$ cat config.mk
export PLATFORM = sky130hd
export DESIGN_NAME = spi_target_rx_fifo_flat
export DESIGN_NICKNAME = d
export VERILOG_FILES = /design/src/rtl/spi_target_rx_fifo_if.sv /design/src/rtl/spi_target_rx_fifo.sv /design/src/flat_wrapper.sv
export SDC_FILE = /design/constraint.sdc
export NUM_CORES = 1
export LEC_CHECK = 0
export CORE_MARGIN = 10
export CORE_UTILIZATION = 60
export CTS_CLUSTER_SIZE = 20
export DETAILED_ROUTE_END_ITERATION = 10
export MAX_ROUTING_LAYER = met4
export PLACE_DENSITY = 0.9
export SLEW_MARGIN = 20
export SYNTH_ARGS = -nofsm -noshare
export SYNTH_HDL_FRONTEND = slang
export SYNTH_SLANG_ARGS = --single-unit
$ cat constraint.sdc
create_clock -name clk -period 4.2 [get_ports clk]
set_input_delay 0.42 -clock clk [delete_from_list [all_inputs] [get_ports clk]]
set_output_delay 0.42 -clock clk [all_outputs]
set_load 0.02 [all_outputs]
$ cat src/rtl/spi_target_rx_fifo_if.sv
// User-side bundle of the SPI target: TX holding-word handshake and RX FIFO read port.
// The master modport is the on-chip logic; the slave modport is the SPI target block.
interface spi_target_rx_fifo_if #(
   parameter int WIDTH = 8,
   parameter int DEPTH = 16
);
   logic [WIDTH-1:0]         tx_data;
   logic                     tx_valid;
   logic                     tx_ready;
   logic                     rd_en;
   logic [WIDTH-1:0]         dout;
   logic                     valid;
   logic                     empty;
   logic                     full;
   logic [$clog2(DEPTH):0]   data_count;
   logic                     overrun;

   modport master (
      output tx_data, tx_valid, rd_en,
      input  tx_ready, dout, valid, empty, full, data_count, overrun
   );

   modport slave (
      input  tx_data, tx_valid, rd_en,
      output tx_ready, dout, valid, empty, full, data_count, overrun
   );
endinterface

$ cat src/rtl/spi_target_rx_fifo.sv
// SPI mode-0 target, MSB first, oversampled in the clk domain.
// Completed RX words land in a circular FIFO; a TX holding word is shifted out on MISO.
module spi_target_rx_fifo #(
   parameter int WIDTH       = 8,
   parameter int DEPTH       = 16,
   parameter int SYNC_STAGES = 2
) (
   input  logic                  clk,
   input  logic                  srst,
   input  logic                  spi_sclk,
   input  logic                  spi_cs_n,
   input  logic                  spi_mosi,
   output logic                  spi_miso,
   output logic                  spi_miso_oe,
   spi_target_rx_fifo_if.slave   bus
);

   localparam int AW = $clog2(DEPTH);
   localparam int CW = AW + 1;
   localparam int BW = $clog2(WIDTH + 1);
   localparam logic [BW-1:0] BIT_LAST = BW'(WIDTH - 1);
   localparam logic [BW-1:0] BIT_END  = BW'(WIDTH);
   localparam logic [CW-1:0] CNT_FULL = CW'(DEPTH);

   typedef enum logic [1:0] {
      WAIT_IDLE = 2'd0,
      IDLE      = 2'd1,
      SHIFT     = 2'd2
   } state_t;

   // ------------------------------------------------------------------
   // Pin synchronizers; bundle bit order is {mosi, cs_n, sclk}
   // ------------------------------------------------------------------
   logic [SYNC_STAGES-1:0][2:0] sync_reg;
   logic [SYNC_STAGES-1:0][2:0] sync_d;

   genvar gi;
   generate
      for (gi = 0; gi < SYNC_STAGES; gi++) begin : g_sync
         if (gi == 0) begin : g_first
            assign sync_d[gi] = {spi_mosi, spi_cs_n, spi_sclk};
         end else begin : g_rest
            assign sync_d[gi] = sync_reg[gi-1];
         end
      end
   endgenerate

   // cs_n resets to "selected" so a real deselect must be seen before joining a frame
   always_ff @(posedge clk) begin
      if (!srst) begin
         sync_reg <= '0;
      end else begin
         sync_reg <= sync_d;
      end
   end

   logic sclk_s;
   logic cs_s;
   logic mosi_s;
   logic sclk_hist_reg;
   logic cs_hist_reg;

   assign sclk_s = sync_reg[SYNC_STAGES-1][0];
   assign cs_s   = sync_reg[SYNC_STAGES-1][1];
   assign mosi_s = sync_reg[SYNC_STAGES-1][2];

   always_ff @(posedge clk) begin
      if (!srst) begin
         sclk_hist_reg <= 1'b0;
         cs_hist_reg   <= 1'b0;
      end else begin
         sclk_hist_reg <= sclk_s;
         cs_hist_reg   <= cs_s;
      end
   end

   logic sclk_rise;
   logic sclk_fall;
   logic cs_rise;
   logic cs_fall;

   assign sclk_rise = sclk_s & ~sclk_hist_reg;
   assign sclk_fall = ~sclk_s & sclk_hist_reg;
   assign cs_rise   = cs_s & ~cs_hist_reg;
   assign cs_fall   = ~cs_s & cs_hist_reg;

   // ------------------------------------------------------------------
   // Frame state machine and shift registers
   // ------------------------------------------------------------------
   state_t            state_reg;
   state_t            state_next;
   logic [WIDTH-1:0]  tx_shift_reg;
   logic [WIDTH-1:0]  tx_shift_next;
   logic [WIDTH-1:0]  rx_shift_reg;
   logic [WIDTH-1:0]  rx_shift_next;
   logic [BW-1:0]     bit_cnt_reg;
   logic [BW-1:0]     bit_cnt_next;
   logic              push_reg;
   logic              push_next;
   logic              load;

   always_comb begin
      state_next    = state_reg;
      tx_shift_next = tx_shift_reg;
      rx_shift_next = rx_shift_reg;
      bit_cnt_next  = bit_cnt_reg;
      push_next     = 1'b0;
      load          = 1'b0;

      case (state_reg)
         WAIT_IDLE: begin
            if (cs_s) begin
               state_next = IDLE;
            end
         end
         IDLE: begin
            if (cs_fall) begin
               state_next   = SHIFT;
               load         = 1'b1;
               bit_cnt_next = '0;
            end
         end
         SHIFT: begin
            // Deselect has priority over any SCLK edge seen in the same cycle
            if (cs_rise) begin
               state_next   = IDLE;
               bit_cnt_next = '0;
            end else if (sclk_rise) begin
               rx_shift_next = {rx_shift_reg[WIDTH-2:0], mosi_s};
               bit_cnt_next  = bit_cnt_reg + 1'b1;
               if (bit_cnt_reg == BIT_LAST) begin
                  push_next = 1'b1;
               end
            end else if (sclk_fall) begin
               tx_shift_next = tx_shift_reg << 1;
               if (bit_cnt_reg == BIT_END) begin
                  load         = 1'b1;
                  bit_cnt_next = '0;
               end
            end
         end
         default: begin
            state_next = WAIT_IDLE;
         end
      endcase

      if (load) begin
         tx_shift_next = bus.tx_valid ? bus.tx_data : '0;
      end
   end

   always_ff @(posedge clk) begin
      if (!srst) begin
         state_reg    <= WAIT_IDLE;
         tx_shift_reg <= '0;
         rx_shift_reg <= '0;
         bit_cnt_reg  <= '0;
         push_reg     <= 1'b0;
      end else begin
         state_reg    <= state_next;
         tx_shift_reg <= tx_shift_next;
         rx_shift_reg <= rx_shift_next;
         bit_cnt_reg  <= bit_cnt_next;
         push_reg     <= push_next;
      end
   end

   assign bus.tx_ready = load & bus.tx_valid & srst;
   assign spi_miso_oe  = (state_reg == SHIFT);
   assign spi_miso     = (state_reg == SHIFT) & tx_shift_reg[WIDTH-1];

   // ------------------------------------------------------------------
   // RX FIFO; the completed word stays in rx_shift_reg for the push cycle
   // ------------------------------------------------------------------
   logic [WIDTH-1:0] mem [DEPTH];
   logic [CW-1:0]    wr_ptr_reg;
   logic [CW-1:0]    rd_ptr_reg;
   logic [CW-1:0]    count;
   logic             empty_w;
   logic             full_w;
   logic             wr_en;
   logic             rd_fire;
   logic [WIDTH-1:0] dout_reg;
   logic             valid_reg;
   logic             overrun_reg;

   assign count   = wr_ptr_reg - rd_ptr_reg;
   assign empty_w = (count == '0);
   assign full_w  = (count == CNT_FULL);
   assign wr_en   = push_reg & ~full_w;
   assign rd_fire = bus.rd_en & ~empty_w;

   always_ff @(posedge clk) begin
      if (wr_en) begin
         mem[wr_ptr_reg[AW-1:0]] <= rx_shift_reg;
      end
   end

   always_ff @(posedge clk) begin
      if (!srst) begin
         wr_ptr_reg  <= '0;
         rd_ptr_reg  <= '0;
         dout_reg    <= '0;
         valid_reg   <= 1'b0;
         overrun_reg <= 1'b0;
      end else begin
         if (wr_en) begin
            wr_ptr_reg <= wr_ptr_reg + 1'b1;
         end
         if (rd_fire) begin
            rd_ptr_reg <= rd_ptr_reg + 1'b1;
            dout_reg   <= mem[rd_ptr_reg[AW-1:0]];
         end
         valid_reg   <= rd_fire;
         overrun_reg <= push_reg & full_w;
      end
   end

   assign bus.dout       = dout_reg;
   assign bus.valid      = valid_reg;
   assign bus.empty      = empty_w;
   assign bus.full       = full_w;
   assign bus.data_count = count;
   assign bus.overrun    = overrun_reg;

endmodule

$ cat src/flat_wrapper.sv
// flat-port wrapper written by rule: the top's interface ports become plain ports
module spi_target_rx_fifo_flat 
#(
   parameter int WIDTH       = 8,
   parameter int DEPTH       = 16,
   parameter int SYNC_STAGES = 2
)
  (clk, srst, spi_sclk, spi_cs_n, spi_mosi, spi_miso, spi_miso_oe, bus_tx_data, bus_tx_valid, bus_rd_en, bus_tx_ready, bus_dout, bus_valid, bus_empty, bus_full, bus_data_count, bus_overrun);
  spi_target_rx_fifo_if #(.WIDTH(WIDTH), .DEPTH(DEPTH)) bus_i ();
  input  logic clk;
  input  logic srst;
  input  logic spi_sclk;
  input  logic spi_cs_n;
  input  logic spi_mosi;
  output logic spi_miso;
  output logic spi_miso_oe;
  input wire logic [$bits(bus_i.tx_data)-1:0] bus_tx_data;
  input wire logic [$bits(bus_i.tx_valid)-1:0] bus_tx_valid;
  input wire logic [$bits(bus_i.rd_en)-1:0] bus_rd_en;
  output wire logic [$bits(bus_i.tx_ready)-1:0] bus_tx_ready;
  output wire logic [$bits(bus_i.dout)-1:0] bus_dout;
  output wire logic [$bits(bus_i.valid)-1:0] bus_valid;
  output wire logic [$bits(bus_i.empty)-1:0] bus_empty;
  output wire logic [$bits(bus_i.full)-1:0] bus_full;
  output wire logic [$bits(bus_i.data_count)-1:0] bus_data_count;
  output wire logic [$bits(bus_i.overrun)-1:0] bus_overrun;
  assign bus_i.tx_data = bus_tx_data;
  assign bus_i.tx_valid = bus_tx_valid;
  assign bus_i.rd_en = bus_rd_en;
  assign bus_tx_ready = bus_i.tx_ready;
  assign bus_dout = bus_i.dout;
  assign bus_valid = bus_i.valid;
  assign bus_empty = bus_i.empty;
  assign bus_full = bus_i.full;
  assign bus_data_count = bus_i.data_count;
  assign bus_overrun = bus_i.overrun;
  spi_target_rx_fifo #(.WIDTH(WIDTH), .DEPTH(DEPTH), .SYNC_STAGES(SYNC_STAGES)) u_core (.clk(clk), .srst(srst), .spi_sclk(spi_sclk), .spi_cs_n(spi_cs_n), .spi_mosi(spi_mosi), .spi_miso(spi_miso), .spi_miso_oe(spi_miso_oe), .bus(bus_i));
endmodule
# Yosys cells after proc, flatten, opt, wreduce, memory -nomap -nowiden
# Memory sizes are Yosys's and may differ from the RTL's. A register that Yosys moved wholly into a read port is not among the register bits.
# Index checks and enable logic that the tools add are counted.
word_totals:
  word_cells: 86
  regBits: 43
  mem_count: 1
  inputBits: 15
  out_inout_bits: 20
  ram_bits: 128
classes:
  n_mux: 25
  add_sub_neg: 4
  n_eq_ne: 12
  bitwise: 20
  n_reduce_logical: 11
memory_table:
  columns: ["name", "depth", "word_bits", "read_ports", "rd_ports_with_merged_regs", "wr", "line_no", "rtl"]
  rows:
  - ["u_core.mem", 16, 8, 1, 1, 1, "spi_target_rx_fifo.sv:175", "logic [WIDTH-1:0] mem [DEPTH];"]
op_table:
  columns: ["op", "n"]
  rows:
  - ["$mux 8", 6]
  - ["$mux 4", 5]
  - ["$add 5x1->5 const B", 2]
  - ["$and 1x1->1", 10]
  - ["$not 1->1", 10]
  - ["$mux 1", 8]
  - ["$ne 4x1->1 const B", 2]
  - ["$pmux 4 s2", 1]
  - ["$reduce_and 4->1", 2]
  - ["$mux 2", 3]
  - ["$ne 2x1->1 const B", 3]
  - ["$pmux 2 s3", 1]
  - ["$reduce_and 3->1", 2]
  - ["$reduce_bool 2->1", 3]
  - ["$eq 5x5->1 const B", 1]
  - ["$logic_not 5->1", 1]
  - ["$sub 5x5->5", 1]
  - ["$add 4x1->4 const B", 1]
  - ["$eq 4x3->1 const B", 1]
  - ["$eq 4x4->1 const B", 1]
  - ["$ne 2x2->1 const B", 2]
  - ["$reduce_or 4->1", 1]
  - ["$eq 2x1->1 const B", 1]
  - ["$eq 2x2->1 const B", 1]
  - ["other kinds (3)", 3]

# Logic depth before layout (Yosys ltp)
depth:
  depth_word: 8
  depth_mapped: 10
  ltp_nobuf: 10

# Worst setup path after synthesis
# Ideal clock, no wire load.
synth_timing:
  path_kind: "reg2reg"
  start: "register u_core.rd_ptr_reg[1]"
  end: "memory u_core.mem[3][0] (enable)"
  path_stages_with_launch: 10
  slack_ns: 0.702
  period_less_slack_ns: 3.498
  setup_time_ns: 0.383
  t_required_ns: 3.817
  t_arrival_ns: 3.114
  n_path_buf: 2
  path_cell_list: "dfxtp_1 -> buf_2 -> buf_1 -> inv_1 -> fa_1 -> xor2_1 -> nand4b_1 -> a211oi_4 -> nand3b_1 -> nor3_1"
synth_between:
  elab_chain_cells: 6
synth_lines:
  columns: ["element", "line_no", "rtl"]
  rows:
  - ["from (decl)", "spi_target_rx_fifo.sv:177", "logic [CW-1:0] rd_ptr_reg;"]
  - ["from (signal assigned)", "spi_target_rx_fifo.sv:211", "rd_ptr_reg <= rd_ptr_reg + 1'b1;"]
  - ["$sub 5x5->5", "spi_target_rx_fifo.sv:187", "assign count = wr_ptr_reg - rd_ptr_reg;"]
  - ["net bus_data_count[2]", "flat_wrapper.sv:25", "output wire logic [$bits(bus_i.data_count)-1:0] bus_data_count;"]
  - ["$eq 5x5->1", "spi_target_rx_fifo.sv:189", "assign full_w = (count == CNT_FULL);"]
  - ["net bus_full", "flat_wrapper.sv:24", "output wire logic [$bits(bus_i.full)-1:0] bus_full;"]
  - ["$not 1->1", "spi_target_rx_fifo.sv:190", "assign wr_en = push_reg & ~full_w;"]
  - ["$and 1x1->1", "spi_target_rx_fifo.sv:190", null]
  - ["$mux 1", "spi_target_rx_fifo.sv:194", "if (wr_en) begin"]
  - ["$mux 1 (not written as such)", "spi_target_rx_fifo.sv:195", "mem[wr_ptr_reg[AW-1:0]] <= rx_shift_reg;"]
  - ["to (decl)", "spi_target_rx_fifo.sv:175", null]
# The timed path passes the listed nets, and every way through them passes these cells.

# Worst setup path in the final report
layout_timing:
  start: "register u_core.wr_ptr_reg[0]"
  end: "output bus_full"
layout_between:
  elab_chain_cells: 2
layout_lines:
  columns: ["element", "line_no", "rtl"]
  rows:
  - ["from (decl)", "spi_target_rx_fifo.sv:176", "logic [CW-1:0] wr_ptr_reg;"]
  - ["from (signal assigned)", "spi_target_rx_fifo.sv:208", "wr_ptr_reg <= wr_ptr_reg + 1'b1;"]
  - ["$sub 5x5->5", "spi_target_rx_fifo.sv:187", null]
  - ["$eq 5x5->1", "spi_target_rx_fifo.sv:189", null]
  - ["to (decl)", "flat_wrapper.sv:24", null]
# No other way between the ends.

==> flow_metrics.py <==
metrics = {
    "layout": {
        "layout-drive-gt1-share_pct": 14.2,
        "fin_nets": 567,
        "n_fill_cell": 723,
        "multi_input_area_sq_um": 2370,
        "largest_reg_flops": 128,
        "diodes": 0,
        "regArea_sq_um": 4870,
        "synthToLayoutAreaGrowth_pct": 14.1,
    },
    "yosys": {
        "synthTopCellsByArea": "edfxtp_1, dfxtp_1, mux4_2",
        "synthDistinctLibCells": 50,
        "avgSynthCellArea_sq_um": 14.8,
        "async_reset_ff_share_pct": 0,
        "synth-main-ff-cell": "edfxtp_1",
        "syn-num-nets": 534,
        "yosys.area.top_type_share_pct": 51.8,
        "synth-edff-count": 128,
        "ys_warn_count": 0,
        "yosys.cell_count.top_type": "edfxtp_1",
        "netlist_area_sq_um": 7420,
        "synthCells": 502,
        "yosysTopAreaCell": "edfxtp_1",
        "yosysSeqAreaShare_pct": 65.6,
        "synth_commonest_cells": "edfxtp_1, dfxtp_1, nand2_1",
        "ys_ff_latch": 179,
    },
    "die": {
        "io-pin-count": 35,
        "die_area_sq_um": 17200,
        "die_h_microns": 131,
        "num_rows": 40,
        "coreArea_sq_um": 12100,
        "start_util_pct": 61.5,
        "die_width_microns": 131,
    },
    "power_and_ir_drop": {
        "p_leak_uw": 0.00299,
        "vdd_ir_drop_max_mv": 0.289,
        "p_per_area_nw_per_um2": 538,
    },
    "grt": {
        "grt_start_max_net_pins": 63,
        "antenna_found_initial": 0,
        "grt.total_usage_pct": 19.0,
        "grt.overflow.total": 0,
        "grt_pass1_wl_microns": 25100,
        "grt_pass1_vias": 4478,
    },
    "sta": {
        "setup-tns-final_ns": 0,
        "finalHoldViolCount": 0,
        "finalSetupViolCount": 0,
        "finClkSkew_ns": 0.00970,
        "fin_hold_ws_ns": 0.431,
        "worst_pin_slew_ns": 0.807,
        "max_clock_freq_mhz": 264,
        "slew_violations": 0,
        "min_period_over_period_pct": 90.2,
        "fin_crit_ns": 3.79,
        "rsz0062_at_grt": "false",
        "max_slew_margin_pct": 46.1,
    },
    "clocking": {
        "cts_resized": 0,
        "post_cts_buffers": 0,
        "clock_latency_ns": 0.43,
        "numCtsBuffers": 17,
        "hold_buffers": 0,
        "root_buffer": "clkbuf_16",
        "clockBufferDepth": 2,
        "cts_tree": "yes",
        "cts_sinks": 179,
        "htreeDepth": 4,
        "path_clk_slew_ns": 0.06,
    },
    "run_status": {
        "outcome": "completed",
    },
    "worst_setup_path": {
        "cp.required_ns": 3.78,
        "arrival_ns": 3.37,
        "path_class": "reg2out",
        "endpoint_kind": "output port",
        "start_kind": "flip-flop",
        "cp_max_fo": 7,
    },
    "placement": {
        "hpwl_microns": 10500,
        "port_buffers": 34,
        "place_congestion": 0.811,
    },
    "routing": {
        "final_antenna_net_count": 0,
        "wire_per_inst_microns": 21.9,
        "routed_wirelength_microns": 15700,
        "drt_pass1_iterations": 5,
        "via_count": 4429,
        "route.detailed.drc": 0,
        "viasPerCell": 6.19,
        "drtIter0Drc": 564,
    },
    "run": {
        "cap_violations": 0,
    },
    "hold_path": {
        "hold_path_class": "reg2reg",
    },
}
-- cells by family after synthesis --
| logic type | count (synthesis) | share of synthesized area (%) |
|---|---|---|
| AO/OA/AOI/OAI | 68 | 6.21 |
| flip-flops | 179 | 65.6 |
| XOR/XNOR | 3 | 0.354 |
| multiplexers | 48 | 11.7 |
| AND/OR/NAND/NOR | 145 | 10.7 |
| buffers and inverters | 42 | 2.46 |
| adder cells (fa/ha/maj) | 17 | 2.97 |
-- layout make-up --
class	instances	area share (%)
multi-input combinational	281	28.1
timing repair buffer	40	4.49
tap	168	2.48
inverter	16	0.710
clock buffer	25	6.22
clock inverter	7	0.532
sequential	179	57.5
-- cells in the final DEF, fill, tap and decap left out, types with 16 or more instances in the layout --
master and n:
and3_1 16, clkbuf_16 18, clkdlybuf4s50_1 33, dfxtp_1 50, edfxtp_1 128, ha_1 16, mux2i_1 16, mux4_2 31
nand2_1 34, nor2_1 16, nor2b_1 18, o21ai_0 17
-- final timing paths --
| kind | start | to | slack [ns] | cells past startpoint |
|---|---|---|---|---|
| worst min register to register | u_core.sync_d[5]$_SDFF_PN0_ | u_core.mosi_s$_SDFF_PN0_ | 0.43 | 1 |
| worst max register to register | u_core.wr_ptr_reg[0]$_SDFFE_PN0P_ | u_core.mem[7][0]$_DFFE_PP_ | 0.97 | 10 |
| worst max-delay path | u_core.wr_ptr_reg[0]$_SDFFE_PN0P_ | bus_full | 0.41 | 8 |
| worst min-delay path | u_core.sync_d[5]$_SDFF_PN0_ | u_core.mosi_s$_SDFF_PN0_ | 0.43 | 1 |
-- where the power goes --
part           internal [uW]  switching, uW  total, uW
clock network            869            629       1500
registers               1920           33.5       1950
logic                    494            606       1100
total                   3280           1270       4550
-- stage by stage --
stage	power (uW)	utilization (%)	instance area, sq um	instances	setup slack, ns
2_1_floorplan	2740	-	7420	502	0.702
3_3_place_gp	3040	65.4	7890	684	1.07
3_5_place_dp	3080	65.4	7890	684	0.918
4_1_cts	4560	70.1	8460	716	0.450
5_1_grt	4730	70.2	8460	716	0.246
6_report	4550	70.2	8460	716	0.413
-- metal layers --
metal	GRT usage, %	up-vias	wire length, microns
met5	-	-	0
met4	9.94	0	582
met3	4.57	43	1040
met2	29.4	216	7840
met1	22.8	2197	6230
li1	-	1973	-
-- worst max-delay path: stages (launching register included) --
cell	delay, ns
dfxtp_1	0.35
inv_1	0.14
ha_1	0.18
inv_1	0.06
fa_1	0.54
nor3b_1	0.25
nand4b_1	0.25
a211oi_4	0.45
clkdlybuf4s50_1	0.70
Note: power is estimated with default switching activity, not from simulation.
